### config.mk
export PLATFORM = sky130hd
export DESIGN_NAME = counter_sequencer
export DESIGN_NICKNAME = d
export VERILOG_FILES = /design/src/rtl/counter_sequencer.sv
export SDC_FILE = /design/constraint.sdc
export NUM_CORES = 1
export LEC_CHECK = 0
export BUFFER_PORTS_ARGS = -buffer_cell sky130_fd_sc_hd__clkbuf_2
export CAP_MARGIN = 20
export CORE_UTILIZATION = 35
export DETAILED_ROUTE_END_ITERATION = 6
export PLACE_DENSITY = 0.65
export SLEW_MARGIN = 10
export SYNTH_ARGS = -nofsm -noshare
export SYNTH_HDL_FRONTEND = slang
export SYNTH_SLANG_ARGS = --single-unit
### constraint.sdc
create_clock -name clk_2 -period 2.4 [get_ports clk_2]
set_input_delay 0.24 -clock clk_2 [delete_from_list [all_inputs] [get_ports clk_2]]
set_output_delay 0.24 -clock clk_2 [all_outputs]
set_load 0.1 [all_outputs]
### src/rtl/counter_sequencer.sv
// counter_sequencer: FSM that drives the hex up/down counter datapath
// (load / enable / direction) from the board switches. It loads a start
// value, runs the counter between the lo and hi limits in one of four modes,
// and reports progress on the LEDs. The datapath's current count comes back
// in so the sequencer can see when a limit has been reached.
module counter_sequencer #(
  parameter int NBITS_COUNT = 4,
  parameter int TICK_DIV    = 4
) (
  input  logic                   clk_2,
  input  logic                   reset,
  input  logic                   start,
  input  logic                   stop,
  input  logic [1:0]             mode,
  input  logic [NBITS_COUNT-1:0] lo,
  input  logic [NBITS_COUNT-1:0] hi,
  input  logic [NBITS_COUNT-1:0] count,
  output logic                   cnt_load,
  output logic [NBITS_COUNT-1:0] cnt_data,
  output logic                   cnt_en,
  output logic                   cnt_up,
  output logic                   busy,
  output logic                   done,
  output logic                   err,
  output logic [1:0]             state
);

  // The prescaler is always at least one bit wide, so TICK_DIV == 1 still
  // builds; in that case the prescaler stays at zero and every cycle ticks.
  localparam int PW = (TICK_DIV > 1) ? $clog2(TICK_DIV) : 1;
  localparam logic [PW-1:0] TICK_LAST = PW'(TICK_DIV - 1);

  typedef enum logic [1:0] {
    IDLE = 2'd0,
    LOAD = 2'd1,
    RUN  = 2'd2,
    DONE = 2'd3
  } state_t;

  typedef enum logic [1:0] {
    UP_ONCE   = 2'd0,
    DOWN_ONCE = 2'd1,
    PINGPONG  = 2'd2,
    STEP      = 2'd3
  } mode_t;

  state_t        state_q;
  mode_t         mode_q;
  logic [PW-1:0] presc_q;
  logic          dir_q;
  logic          start_q;
  logic          err_q;

  logic startRise;
  logic timed;
  logic tick;
  logic atLimit;

  // A command is the rising edge of the start switch, seen against the
  // previous cycle's sample.
  assign startRise = start & ~start_q;

  // STEP advances on start edges; every other mode is paced by the prescaler.
  assign timed   = (mode_q != STEP);
  assign tick    = (state_q == RUN) & (timed ? (presc_q == TICK_LAST) : startRise);
  assign atLimit = dir_q ? (count == hi) : (count == lo);

  // Strobes are combinational so that stop suppresses them in the same
  // cycle, and so that an asynchronous reset drops them immediately.
  assign cnt_load = (state_q == LOAD) & ~stop;
  assign cnt_data = (state_q == LOAD) ? ((mode_q == DOWN_ONCE) ? hi : lo) : '0;
  assign cnt_en   = tick & ~atLimit & ~stop;
  assign cnt_up   = dir_q;
  assign busy     = (state_q == LOAD) | (state_q == RUN);
  assign done     = (state_q == DONE);
  assign err      = err_q;
  assign state    = state_q;

  // Sequencer state, latched mode, direction, prescaler, start sample and the
  // sticky error flag. Stop wins over any tick or start edge in LOAD/RUN.
  always_ff @(posedge clk_2 or posedge reset) begin
    if (reset) begin
      state_q <= IDLE;
      mode_q  <= UP_ONCE;
      presc_q <= '0;
      dir_q   <= 1'b1;
      start_q <= 1'b0;
      err_q   <= 1'b0;
    end else begin
      start_q <= start;
      case (state_q)
        IDLE: begin
          if (startRise) begin
            if (lo > hi) begin
              err_q <= 1'b1;
            end else begin
              err_q   <= 1'b0;
              mode_q  <= mode_t'(mode);
              state_q <= LOAD;
            end
          end
        end
        LOAD: begin
          presc_q <= '0;
          dir_q   <= (mode_q != DOWN_ONCE);
          state_q <= stop ? IDLE : RUN;
        end
        RUN: begin
          if (stop) begin
            state_q <= IDLE;
          end else begin
            if (timed) begin
              presc_q <= tick ? '0 : presc_q + 1'b1;
            end
            if (tick && atLimit) begin
              if (mode_q == PINGPONG) begin
                dir_q <= ~dir_q;
              end else begin
                state_q <= DONE;
              end
            end
          end
        end
        DONE: begin
          state_q <= IDLE;
        end
        default: begin
          state_q <= IDLE;
        end
      endcase
    end
  end

endmodule

Word-level counts from Yosys, hierarchy flattened
Index checks and enable logic that the tools add are counted.

Reduce and logical (&&, ||, !) cells: 8. $lt $le $gt $ge: 1. Mux-type cells: 20. Add/sub/neg operators: 1. Equality and inequality tests: 18. Bitwise logic cells: 11.

Operator list (count): 2-to-1 mux 2 bit (9); != test 2 bit, second input constant (5); equality test 2 bit, second input constant (4); equality test 4 bit (2); 2-to-1 mux 4 bit (2); case mux 2 bit (4 select lines) (1); AND reduction 4 bit (2); 2-to-1 mux 1 bit (6); != test 2 x 1 -> 1 bit, second input constant (3); AND reduction 3 bit (2); AND 1 bit (5); inverter 1 bit (5); equality test 2 x 1 -> 1 bit, second input constant (2); greater-than comparator 4 bit (1); case mux 2 bit (2 select lines) (1); != test 3 x 2 -> 1 bit, second input constant (1); != test 3 bit, second input constant (1); adder 2 x 1 -> 2 bit, second input constant (1); logical NOT 2 bit (1); case mux 1 bit (2 select lines) (1); AND reduction 2 bit (1); nonzero test 2 bit (1); logical AND 1 bit (1); OR 1 bit (1).

Word-level logic and storage cells: 65. Register bits after elaboration: 9. Bits of input ports: 18. Output and inout port bits: 12.

Longest topological paths before layout
Depth in word-level cells: 8. Mapped depth: 7. Depth with buffers taken out: 7.

Worst setup path after synthesis
No wires, ideal clock.

Path type: flip-flop to output port. Start: register dir_q, in the netlist cnt_up. End: output port cnt_en. Data required time: 2160 ps. Cell stages (with the launch flop): 6. Arrival time: 3617 ps. Path buffers: 1. Setup slack: -1457 ps. Cell sequence: dfstp_2 -> buf_6 -> mux2i_1 -> xnor2_1 -> nor4_4 -> nor3_1.

Word-level cells in the longest chain between the ends: 4.

Ends and longest elaborated chain: start, declared (line 50) `logic dir_q;`; start signal, assigned (line 105) `dir_q <= (mode_q != DOWN_ONCE);`; start signal, assigned (line 117) `dir_q <= ~dir_q;`; 2-to-1 mux 1 bit (line 66) `assign atLimit = dir_q ? (count == hi) : (count == lo);`; inverter 1 bit (line 72) `assign cnt_en = tick & ~atLimit & ~stop;`; AND 1 bit (2 in a row) (line 72); end, declared (line 20) `output logic cnt_en,`.

No other way between the ends.

Worst setup path after layout
Same ends and word-level chain as after synthesis.

==> implementation parameters <==
Parameter                              Value

Status
  Run status    finished, final reports clean

Floorplanning
  Area enclosed by the die boundary    0.00271 sq mm
  Core Region    0.00230 sq mm
  Die extent in y    about 52 um
  Count of pins on the block boundary    30
  Number of placement rows    17
  Die Width    52.1 um
  Effective utilization at floorplan    0.382

Cells and area
  Total Nets Final    161
  Synthesis-to-finish area growth    28.5%
  Finished layout cell area    0.00113 sq mm
  Area used by sequential logic in the layout    229 sq um
  Fraction of layout cells with a size suffix above 1    0.371
  Area of the multi-input gates    628 sq um
  Final antenna diode count    0
  Fill cell instance count of the final layout    ~230
  Final core occ    0.491

Worst setup path
  CP peak stage delay    640 ps
  Crit path required time    2160 ps
  Endpoint class of the critical path    primary output
  Worst Path Max Fanout    8
  Worst setup path category    register to primary output
  Critical path launch point type    register
  Cell Chain, Critical Path    mux2i_1 > xnor2_1 > nor4_4 > nor3_4 > buf_4
  Crit-path slowest cell    sky130_fd_sc_hd__dfstp_2
  Signal arrival time at the worst endpoint    2000 ps

STA
  Final Setup Violations    0
  Final-report max-slew violation count    0
  Final Hold Slack    102 ps
  Worst-case headroom to the max-slew limit    0.628
  Final clock skew    1.72 ps
  Final Hold Vio Count    0
  Setup repair after global routing missed its margin    no
  Share of the cycle needed by the critical path after routing    0.934
  FMAX    446 MHz
  Setup_tns    0 ps
  Min Tclk post-route    2240 ps
  Worst Max-Slew Pin Slew    between 500 and 600 ps

Route
  Number of violations reported at the end of detailed-routing iteration 0    12
  Average wire per standard cell    about 13 um
  Detailed-route via count    about 800
  Routed met3 length    82 um
  DRC violations left    0
  Max Used Layer    met4
  Detailed Route WL    between 2000 and 2500 um
  Met1 Routed Length    around 950 um
  Via count normalized by instance count    5.09
  Number of detailed-routing iterations run before antenna repair    4
  Detailed route wirelength on metal2    969 um
  Antenna viol nets, final    0

Clock tree
  Clock insertion delay at the later pin of the skew report    260 ps
  Clock slew at the register clock pins of the worst setup and hold paths    around 60 ps
  H-tree level count    1
  Deepest clock path buffer count    2
  Clock Sink Count    9
  Clock root cell    sky130_fd_sc_hd__clkbuf_4
  Clock tree from TritonCTS    built
  CTS buffer count    3

Synth
  Sequential cell area fraction in the yosys report    0.258
  Count of warnings emitted by yosys    0
  Number of register bits inferred by synthesis    9
  Compound-cell area share of the yosys netlist    0.145
  Syn_nets    126
  Async set-or-reset flop fraction in the synthesized netlist    1.00
  Main combinational cell family by area after synthesis    simple AND/OR/NAND/NOR gates
  Mean cell area of the mapped netlist    8.96 sq um
  Number of distinct library cells after synthesis    34
  Fraction of the mapped netlist area in simple logic gates    0.232
  Post-Synthesis Cells    98
  Post-synth EDFFs    0
  Netlist area before placement    between 800 and 900 sq um
  Proportion of synthesized area in mux cells    0.123
  Fraction of synthesized cell area in xor and xnor cells    0.0399
  Adder-cell share of the synthesized area    0.142
  Most frequently used flop master after synthesis    sky130_fd_sc_hd__dfrtp_1

Run
  Max-cap violations    0

Placed design
  Placed standard-cell area    ~0.0011 sq mm
  Final Wtd Congestion    0.895
  Port buffer count    29
  Placed wire-length estimate    around 1700 um

Global routing
  Global-route usage over all layers    0.179
  Sum of overflow across all layers after global routing    0
  Pin count of the biggest net entering global routing    10
  Number of global-route vias before repair    822
  Wire length of the first global-routing pass    3510 um
  Initial antenna violation count    0

Worst hold path
  Hold/Removal Path Class    primary input to register
==> layout make-up <==
type / instances / share of cell area
clock buffer: 4 / 0.0233
timing repair buffer: 32 / 0.153
inverter: 10 / 0.0333
multi-input combinational: 77 / 0.557
sequential: 9 / 0.203
tap: 28 / 0.0310
==> synth_stat cells (2+ instances only) <==
| cell type | number | area, sq um |
|---|---|---|
| sky130_fd_sc_hd__nor2_1 | 6 | 22.5 |
| sky130_fd_sc_hd__a21oi_1 | 3 | 15.0 |
| sky130_fd_sc_hd__nor2b_1 | 7 | 43.8 |
| sky130_fd_sc_hd__mux2_2 | 2 | 22.5 |
| sky130_fd_sc_hd__mux2i_1 | 7 | 70.1 |
| sky130_fd_sc_hd__nor3_1 | 4 | 20.0 |
| sky130_fd_sc_hd__nand4b_1 | 2 | 17.5 |
| sky130_fd_sc_hd__xnor2_1 | 4 | 35.0 |
| sky130_fd_sc_hd__ha_1 | 10 | 125 |
| sky130_fd_sc_hd__nand2b_1 | 3 | 18.8 |
| sky130_fd_sc_hd__o21ai_0 | 2 | 10.0 |
| sky130_fd_sc_hd__nand2_1 | 9 | 33.8 |
| sky130_fd_sc_hd__nand3_1 | 2 | 10.0 |
| sky130_fd_sc_hd__inv_1 | 10 | 37.5 |
| sky130_fd_sc_hd__dfrtp_1 | 8 | 200 |
==> metal layers <==
metal  vias up  GRT usage
li1        420          -
met1       373      0.214
met2        20      0.310
met3         2     0.0526
met4         0     0.0405
met5         -          0
==> worst max-delay path, delay by kind of cell (launching register included) <==
kind	cells	cell delay, ps
simple gates	2	490
flops	1	640
buf+inv	1	240
xor+xnor	1	130
mux	1	240
==> what timing repair did <==
| action | CTS | global route |
|---|---|---|
| hold buffers | 1 | 0 |
| pin swaps | 0 | 1 |
| setup buffers | 0 | 0 |
| gates resized for setup | 1 | 1 |
| endpoints found under the hold margin | 8 | 0 |
| endpoints found under the setup margin | 1 | 1 |
==> kinds of logic (layout without fill, tap and decap cells) <==
kind of cell,count (synthesis),count (layout)
AND/OR/NAND/NOR,36,36
buffers and inverters,12,46
AO/OA/AOI/OAI,17,17
multiplexers,10,10
adder cells (fa/ha/maj),10,10
XOR/XNOR,4,4
flip-flops,9,9
==> through the flow <==
stage / std cells / setup slack, ps
global route: 160 / 38.9
finish: 160 / 159
detailed placement: 155 / 238
CTS: 160 / 64.9
floorplan: 98 / -178
global placement: 155 / 303
==> cells in the final DEF, fill, tap and decap left out, drive strengths merged <==
master and count:
nor2 6, o21ai 2, a2111oi 1, nor2b 7, a221oi 1, ha 10
and4b 1, o21a 1, dlygate4sd3 1, xnor2 4, a21oi 3, mux2i 7
nand4 1, o211ai 2, mux2 3, nand2b 3, o22ai 1, nor3 4
a21o 1, buf 3, clkbuf 32, dfstp 1, nand2 9, o211a 1
nor4 1, dfrtp 8, o21ba 1, o31ai 1, nand4b 2, a211oi 1
a211o 1, nand3 2, inv 10
==> flip-flops by register name, indices dropped and copies added (netlist names) <==
register / flops
state: 2
mode_q: 2
cnt_up: 1
presc_q: 2
err: 1
start_q: 1
==> worst paths after layout <==
| check | startpoint | to | slack [ps] | depth (start not counted) |
|---|---|---|---|---|
| worst max-delay path | cnt_up | cnt_en | 160 | 5 |
| worst min-delay path | start | start_q | 100 | 1 |
| worst max register to register | cnt_up | cnt_up | 320 | 6 |
| worst min register to register | err | err | 490 | 1 |
| max in group asynchronous | reset | cnt_up | 1620 | 3 |
| min in group asynchronous | reset | presc_q[0] | 470 | 3 |
Power is left out: the tool's default activity adds up to more than one toggle a clock period on the data nets, which glitch-free logic cannot reach.
